==> src/rtl/mips_pkg.sv <==
// Encoding constants and shared types for the 16-bit MIPS pipeline.
package mips_pkg;
  localparam int DATA_W_DEF     = 16;
  localparam int REG_ADDR_W_DEF = 3;

  localparam logic [3:0] OP_RTYPE = 4'h0;
  localparam logic [3:0] OP_ADDI  = 4'h1;
  localparam logic [3:0] OP_LW    = 4'h2;
  localparam logic [3:0] OP_SW    = 4'h3;
  localparam logic [3:0] OP_BEQ   = 4'h4;
  localparam logic [3:0] OP_J     = 4'h5;

  localparam logic [2:0] ALU_ADD = 3'b000;
  localparam logic [2:0] ALU_SUB = 3'b001;

  localparam int OPC_LSB = 12;
  localparam int OPC_W   = 4;
  localparam int RS_LSB  = 9;
  localparam int RT_LSB  = 6;
  localparam int RD_LSB  = 3;
  localparam int FN_LSB  = 0;
  localparam int FN_W    = 3;
  localparam int IMM6_W  = 6;
  localparam int JIMM_W  = 12;

  typedef struct packed {
    logic [2:0] alu_op;
    logic       alu_src;
    logic       reg_write;
    logic       mem_read;
    logic       mem_write;
    logic       branch;
    logic       jump;
  } ctrl_t;

  // Instructions whose rt field is a source operand rather than a destination.
  function automatic logic uses_rt(input logic [OPC_W-1:0] opcode);
    return (opcode == OP_RTYPE) || (opcode == OP_SW) || (opcode == OP_BEQ);
  endfunction
endpackage

==> src/rtl/hazard_unit.sv <==
// Load-use hazard detection between the instruction in ID and a load in EX.
module hazard_unit
  import mips_pkg::*;
#(
  parameter int REG_ADDR_W = REG_ADDR_W_DEF
) (
  input  logic                  ex_valid,
  input  logic                  ex_mem_read,
  input  logic [REG_ADDR_W-1:0] ex_dest,
  input  logic                  id_valid,
  input  logic [OPC_W-1:0]      opcode,
  input  logic [REG_ADDR_W-1:0] rs,
  input  logic [REG_ADDR_W-1:0] rt,
  output logic                  hazard
);
  logic load_in_ex;

  // A load into R0 never produces a value anyone waits for.
  assign load_in_ex = ex_valid && ex_mem_read && (ex_dest != '0);
  assign hazard     = load_in_ex && id_valid &&
                      ((ex_dest == rs) || (uses_rt(opcode) && (ex_dest == rt)));
endmodule

==> src/rtl/id_stage.sv <==
// Decode stage: register read addressing, writeback bypass, load-use stall and ID/EX register.
module id_stage
  import mips_pkg::*;
#(
  parameter int DATA_W     = DATA_W_DEF,
  parameter int REG_ADDR_W = REG_ADDR_W_DEF,
  parameter int PC_W       = 16
) (
  input  logic                  clk,
  input  logic                  rst,
  input  logic                  id_valid,
  input  logic [DATA_W-1:0]     id_instr,
  input  logic [PC_W-1:0]       id_pc,
  output logic                  id_ready,
  output logic [REG_ADDR_W-1:0] rf_read_reg_1,
  output logic [REG_ADDR_W-1:0] rf_read_reg_2,
  input  logic [DATA_W-1:0]     rf_read_data_1,
  input  logic [DATA_W-1:0]     rf_read_data_2,
  input  logic                  wb_reg_write,
  input  logic [REG_ADDR_W-1:0] wb_dest,
  input  logic [DATA_W-1:0]     wb_data,
  input  logic                  ex_flush,
  input  logic                  ex_stall,
  output logic                  ex_valid,
  output logic [PC_W-1:0]       ex_pc,
  output logic [DATA_W-1:0]     ex_rs_data,
  output logic [DATA_W-1:0]     ex_rt_data,
  output logic [DATA_W-1:0]     ex_imm,
  output logic [REG_ADDR_W-1:0] ex_dest,
  output logic [2:0]            ex_alu_op,
  output logic                  ex_alu_src,
  output logic                  ex_reg_write,
  output logic                  ex_mem_read,
  output logic                  ex_mem_write,
  output logic                  ex_branch,
  output logic                  ex_jump,
  output logic [15:0]           stall_count
);
  function automatic logic signed [DATA_W-1:0] sext_imm6(input logic signed [IMM6_W-1:0] imm);
    return DATA_W'(imm);
  endfunction

  function automatic logic [15:0] sat_inc(input logic [15:0] v);
    return (v == 16'hFFFF) ? v : v + 16'd1;
  endfunction

  function automatic logic [DATA_W-1:0] bypass(input logic [REG_ADDR_W-1:0] addr,
                                               input logic [DATA_W-1:0]     rf_data,
                                               input logic                  wb_we,
                                               input logic [REG_ADDR_W-1:0] wb_addr,
                                               input logic [DATA_W-1:0]     wb_value);
    if (addr == '0)                      return '0;
    if (wb_we && (wb_addr == addr))      return wb_value;
    return rf_data;
  endfunction

  logic [OPC_W-1:0]           opcode;
  logic [REG_ADDR_W-1:0]      rs, rt, rd;
  logic [FN_W-1:0]            funct;
  logic                       hazard;
  logic                       load_p0, kill_p0;

  logic [REG_ADDR_W-1:0]      dec_dest_p0;
  ctrl_t                      dec_ctrl_p0;
  logic signed [DATA_W-1:0]   dec_imm_p0;
  logic [DATA_W-1:0]          opa_p0, opb_p0;

  logic                       vld_p1;
  logic [PC_W-1:0]            pc_p1;
  logic [DATA_W-1:0]          rs_data_p1, rt_data_p1, imm_p1;
  logic [REG_ADDR_W-1:0]      dest_p1;
  ctrl_t                      ctrl_p1;
  logic [15:0]                stall_cnt;

  assign opcode = id_instr[OPC_LSB +: OPC_W];
  assign rs     = id_instr[RS_LSB +: REG_ADDR_W];
  assign rt     = id_instr[RT_LSB +: REG_ADDR_W];
  assign rd     = id_instr[RD_LSB +: REG_ADDR_W];
  assign funct  = id_instr[FN_LSB +: FN_W];

  assign rf_read_reg_1 = rs;
  assign rf_read_reg_2 = rt;

  always_comb begin
    dec_dest_p0 = '0;
    dec_ctrl_p0 = '0;
    dec_imm_p0  = sext_imm6(id_instr[IMM6_W-1:0]);
    case (opcode)
      OP_RTYPE: begin
        dec_dest_p0           = rd;
        dec_ctrl_p0.alu_op    = funct;
        dec_ctrl_p0.reg_write = 1'b1;
      end
      OP_ADDI: begin
        dec_dest_p0           = rt;
        dec_ctrl_p0.alu_op    = ALU_ADD;
        dec_ctrl_p0.alu_src   = 1'b1;
        dec_ctrl_p0.reg_write = 1'b1;
      end
      OP_LW: begin
        dec_dest_p0           = rt;
        dec_ctrl_p0.alu_op    = ALU_ADD;
        dec_ctrl_p0.alu_src   = 1'b1;
        dec_ctrl_p0.mem_read  = 1'b1;
        dec_ctrl_p0.reg_write = 1'b1;
      end
      OP_SW: begin
        dec_ctrl_p0.alu_op    = ALU_ADD;
        dec_ctrl_p0.alu_src   = 1'b1;
        dec_ctrl_p0.mem_write = 1'b1;
      end
      OP_BEQ: begin
        dec_ctrl_p0.alu_op = ALU_SUB;
        dec_ctrl_p0.branch = 1'b1;
      end
      OP_J: begin
        dec_ctrl_p0.jump = 1'b1;
        dec_imm_p0       = DATA_W'(id_instr[JIMM_W-1:0]);
      end
      default: ;
    endcase
  end

  assign opa_p0 = bypass(rs, rf_read_data_1, wb_reg_write, wb_dest, wb_data);
  assign opb_p0 = bypass(rt, rf_read_data_2, wb_reg_write, wb_dest, wb_data);

  hazard_unit #(.REG_ADDR_W(REG_ADDR_W)) u_hazard (
    .ex_valid    (vld_p1),
    .ex_mem_read (ctrl_p1.mem_read),
    .ex_dest     (dest_p1),
    .id_valid    (id_valid),
    .opcode      (opcode),
    .rs          (rs),
    .rt          (rt),
    .hazard      (hazard)
  );

  assign id_ready = !rst && !ex_stall && !hazard;
  // Flush overrides a stall from EX; otherwise EX stall holds everything.
  assign kill_p0  = ex_flush || (!ex_stall && (hazard || !id_valid));
  assign load_p0  = !ex_flush && !ex_stall && !hazard && id_valid;

  // ---- ID/EX boundary ----
  always_ff @(posedge clk) begin
    if (rst || kill_p0) begin
      vld_p1     <= 1'b0;
      pc_p1      <= '0;
      rs_data_p1 <= '0;
      rt_data_p1 <= '0;
      imm_p1     <= '0;
      dest_p1    <= '0;
      ctrl_p1    <= '0;
    end else if (load_p0) begin
      vld_p1     <= 1'b1;
      pc_p1      <= id_pc;
      rs_data_p1 <= opa_p0;
      rt_data_p1 <= opb_p0;
      imm_p1     <= dec_imm_p0;
      dest_p1    <= dec_dest_p0;
      ctrl_p1    <= dec_ctrl_p0;
    end
  end

  always_ff @(posedge clk) begin
    if (rst)
      stall_cnt <= '0;
    else if (hazard && !ex_stall && !ex_flush)
      stall_cnt <= sat_inc(stall_cnt);
  end

  assign ex_valid     = vld_p1;
  assign ex_pc        = pc_p1;
  assign ex_rs_data   = rs_data_p1;
  assign ex_rt_data   = rt_data_p1;
  assign ex_imm       = imm_p1;
  assign ex_dest      = dest_p1;
  assign ex_alu_op    = ctrl_p1.alu_op;
  assign ex_alu_src   = ctrl_p1.alu_src;
  assign ex_reg_write = ctrl_p1.reg_write;
  assign ex_mem_read  = ctrl_p1.mem_read;
  assign ex_mem_write = ctrl_p1.mem_write;
  assign ex_branch    = ctrl_p1.branch;
  assign ex_jump      = ctrl_p1.jump;
  assign stall_count  = stall_cnt;
endmodule

==> config.mk <==
export PLATFORM = sky130hd
export DESIGN_NAME = id_stage
export DESIGN_NICKNAME = d
export VERILOG_FILES = /design/src/rtl/mips_pkg.sv /design/src/rtl/hazard_unit.sv /design/src/rtl/id_stage.sv
export SDC_FILE = /design/constraint.sdc
export NUM_CORES = 1
export LEC_CHECK = 0
export CORE_MARGIN = 2
export CORE_UTILIZATION = 41
export CTS_CLUSTER_DIAMETER = 200
export DETAILED_ROUTE_END_ITERATION = 6
export PLACE_DENSITY_LB_ADDON = 0.12
export SLEW_MARGIN = 20
export SYNTH_ARGS = -nofsm -noshare
export SYNTH_HDL_FRONTEND = slang
export SYNTH_SLANG_ARGS = --single-unit
==> constraint.sdc <==
create_clock -name clk -period 2.7 [get_ports clk]
set_input_delay 0.27 -clock clk [delete_from_list [all_inputs] [get_ports clk]]
set_output_delay 0.27 -clock clk [all_outputs]
set_load 0.02 [all_outputs]
==> impl_metrics.env, run 1 <==
export IMPL_status="complete, no violations"
export IMPL_io_buffers=188
export IMPL_drt_iter0_markers=71
export IMPL_fmax_mhz=392.5
export IMPL_power_density_mw_per_mm2=461.3
export IMPL_worstMarginPinSlew_ns=0.6663
export IMPL_ys_warn_count=0
export IMPL_hp_class="register to register"
export IMPL_arrival_ns=2.28
export IMPL_period_needed_ns=2.548
export IMPL_multi_input_area_mm2=0.001899
export IMPL_seq_area_mm2=0.001802
export IMPL_rrSetupSlack_ns=0.55
export IMPL_crit_path_end_kind="output pin"
export IMPL_drive_gt1_share_pct=7.096
export IMPL_drc=0
export IMPL_die_w_um=101.0
export IMPL_synth_commonest_cells="dfxtp_1, nand2_1, o21ai_0"
export IMPL_fillerInstances=793
export IMPL_syn_area_mm2=0.003859
export IMPL_first_pass_iters=4
export IMPL_hpwl_um=8693
export IMPL_synth_ff_type="dfxtp_1"
export IMPL_crit_start="ex_dest[1]"
export IMPL_grt_pass1_wl_um=17860
export IMPL_synth_fp_nets=509
export IMPL_postCtsSetupBuffers=0
export IMPL_n_antenna_cell=0
export IMPL_cts_tree="yes"
export IMPL_antenna_found_initial=0
export IMPL_clkTransAtPathRegs_ns=0.09
export IMPL_setup_violations=0
export IMPL_insertion_delay_ns=0.36
export IMPL_async_flop_share_pct=0
export IMPL_syn_inst=419
export IMPL_synthTopCellsByArea="dfxtp_1, mux2i_1, o21ai_0, nand2_1, a22o_1"
export IMPL_viasPerCell=5.254
export IMPL_cp_start_kind="register"
export IMPL_wl_um=11560
export IMPL_cts_root_buf="clkbuf_8"
export IMPL_post_drt_wl_per_cell_um=16.12
export IMPL_ctsHoldBuffers=0
export IMPL_vdd_drop_max_mv=0.3032
export IMPL_reg2reg_from="stall_count[0]"
export IMPL_power_leakage_nw=2.366
export IMPL_period_share_pct=94.37
export IMPL_grt_overflow=0
export IMPL_grt_usage_pct=22.18
export IMPL_synthDistinctLibCells=41
export IMPL_max_slew_margin_pct=55.58
export IMPL_whs_ns=0.4598
export IMPL_die_area_mm2=0.01020
export IMPL_synth_edf_count=0
export IMPL_cts_buffers_inserted=9
export IMPL_fin_tns_setup_ns=0
export IMPL_die_h_um=101.0
export IMPL_htree_levels=3
export IMPL_initial_core_util_pct=41.96
export IMPL_numClockSinks=90
export IMPL_pin_count=189
export IMPL_synth_top_area_share_pct=46.69
export IMPL_seq_area_frac_synth_pct=46.69
export IMPL_vias=3767
export IMPL_finalHoldViolations=0
export IMPL_yosys_area_top_type="dfxtp_1"
export IMPL_cts_resized_gates=0
export IMPL_grt_max_degree=69
export IMPL_min_from="ex_rs_data[7]"
export IMPL_cp_required_ns=2.43
export IMPL_yosysMostFrequentCell="dfxtp_1"
export IMPL_ant_nets=0
export IMPL_crit_type="register to output pin"
export IMPL_maxCapViolations=0
export IMPL_grt_pass1_vias=3643
export IMPL_area_growth_pct=58.14
export IMPL_coreArea_mm2=0.009196
export IMPL_rsz0062_at_grt="no"
export IMPL_path_max_fanout=5
export IMPL_gp_congestion=0.8131
export IMPL_final_nets=691
export IMPL_fp_row_count=35
export IMPL_cts_path_max_buffers=2
export IMPL_slew_violations=0
export IMPL_ys_seq_elements=90
export IMPL_worst_clock_skew_ns=0.007264
export IMPL_syn_area_per_cell_um2=9.209
-- registers in the layout (all words and copies together), names as in the netlist, 3 cells and up --
signal	cells
ex_pc	16
stall_count	16
ex_rs_data	16
ex_imm	13
ex_dest	3
ex_alu_op	3
ex_rt_data	16
-- where the power goes --
group          internal (mW)  total [mW]  leakage [nW]  switching [mW]
sequential              1.35        1.36         0.728          0.0107
combinational          0.220       0.389          1.52           0.169
clock                  0.559        1.07         0.118           0.510
total                   2.13        2.81          2.37           0.689
-- area by class of cell --
class / instances / area share, %
tap: 111 / 2.276
timing repair buffer: 205 / 33.14
clock inverter: 6 / 1.558
multi-input combinational: 293 / 31.13
sequential: 90 / 29.53
inverter: 2 / 0.1230
clock buffer: 10 / 2.255
-- critical path, stage by stage, from the launching register on --
cell and delay, ns:
dfxtp_1 0.46, xor2_1 0.26, nor4_4 0.08, a32oi_1 0.24, nor3_1 0.11, nor3_1 0.14
clkdlybuf4s50_1 0.63
-- per-stage QoR --
step	setup slack [ns]	util (%)	cell area, um^2	cells	power, mW
after CTS	0.1455	66.16	6085	717	2.836
after global placement	0.1936	63.63	5852	701	1.770
after detailed placement	0.1747	63.63	5852	701	1.778
after floorplan	0.6637	-	3859	419	1.545
after global routing	0.008753	66.35	6102	717	2.931
final	0.1521	66.35	6102	717	2.815
-- cell families (layout without fill, tap and decap cells) --
family                   after synthesis  count (layout)  share of synthesized area (%)
AND/OR/NAND/NOR                      131             131                          16.47
AO/OA/AOI/OAI                        108             108                          18.00
flip-flops                            90              90                          46.69
multiplexers                          39              39                          10.25
buffers and inverters                 36             223                          5.091
XOR/XNOR                              14              14                          3.178
adder cells (fa/ha/maj)                1               1                         0.3242
-- layer usage --
| layer | global-route usage [%] | part of all wire, % | vias to the layer above |
|---|---|---|---|
| met3 | 5.409 | 6.6 | 13 |
| met5 | 0 | 0 | - |
| met2 | 38.15 | 50 | 134 |
| met4 | 8.628 | 1.3 | 0 |
| met1 | 26.63 | 43 | 1765 |
| li1 | - | - | 1855 |
-- worst paths after layout --
path / endpoint / cells after the start
max: id_ready / 6
min reg2reg: ex_rs_data[7] / 2
max reg2reg: stall_count[6] / 7
min: ex_rs_data[7] / 2
-- placed cells by master (no fill, tap or decap), drive strengths merged, types with 5 or more instances in the layout --
cell type,instances
clkdlybuf4s50,188
dfxtp,90
nand2,62
o21ai,50
mux2i,35
a22o,24
a21oi,18
nor2,18
buf,17
xnor2,11
nand3,10
clkbuf,10
nor2b,7
nand4,7
nor3,6
or3,5
o31ai,5
inv,5
No activity file was read; power rests on OpenSTA's default activity.
==> inputs of run 2 (changes only) <==
--- a/config.mk
+++ b/config.mk
@@ -7,7 +7,6 @@
 export LEC_CHECK = 0
 export CORE_MARGIN = 2
 export CORE_UTILIZATION = 41
-export CTS_CLUSTER_DIAMETER = 200
 export DETAILED_ROUTE_END_ITERATION = 6
 export PLACE_DENSITY_LB_ADDON = 0.12
 export SLEW_MARGIN = 20
==> results of run 2 <==
Same layout as run 1: the final DEF is identical, and so are final timing and power.
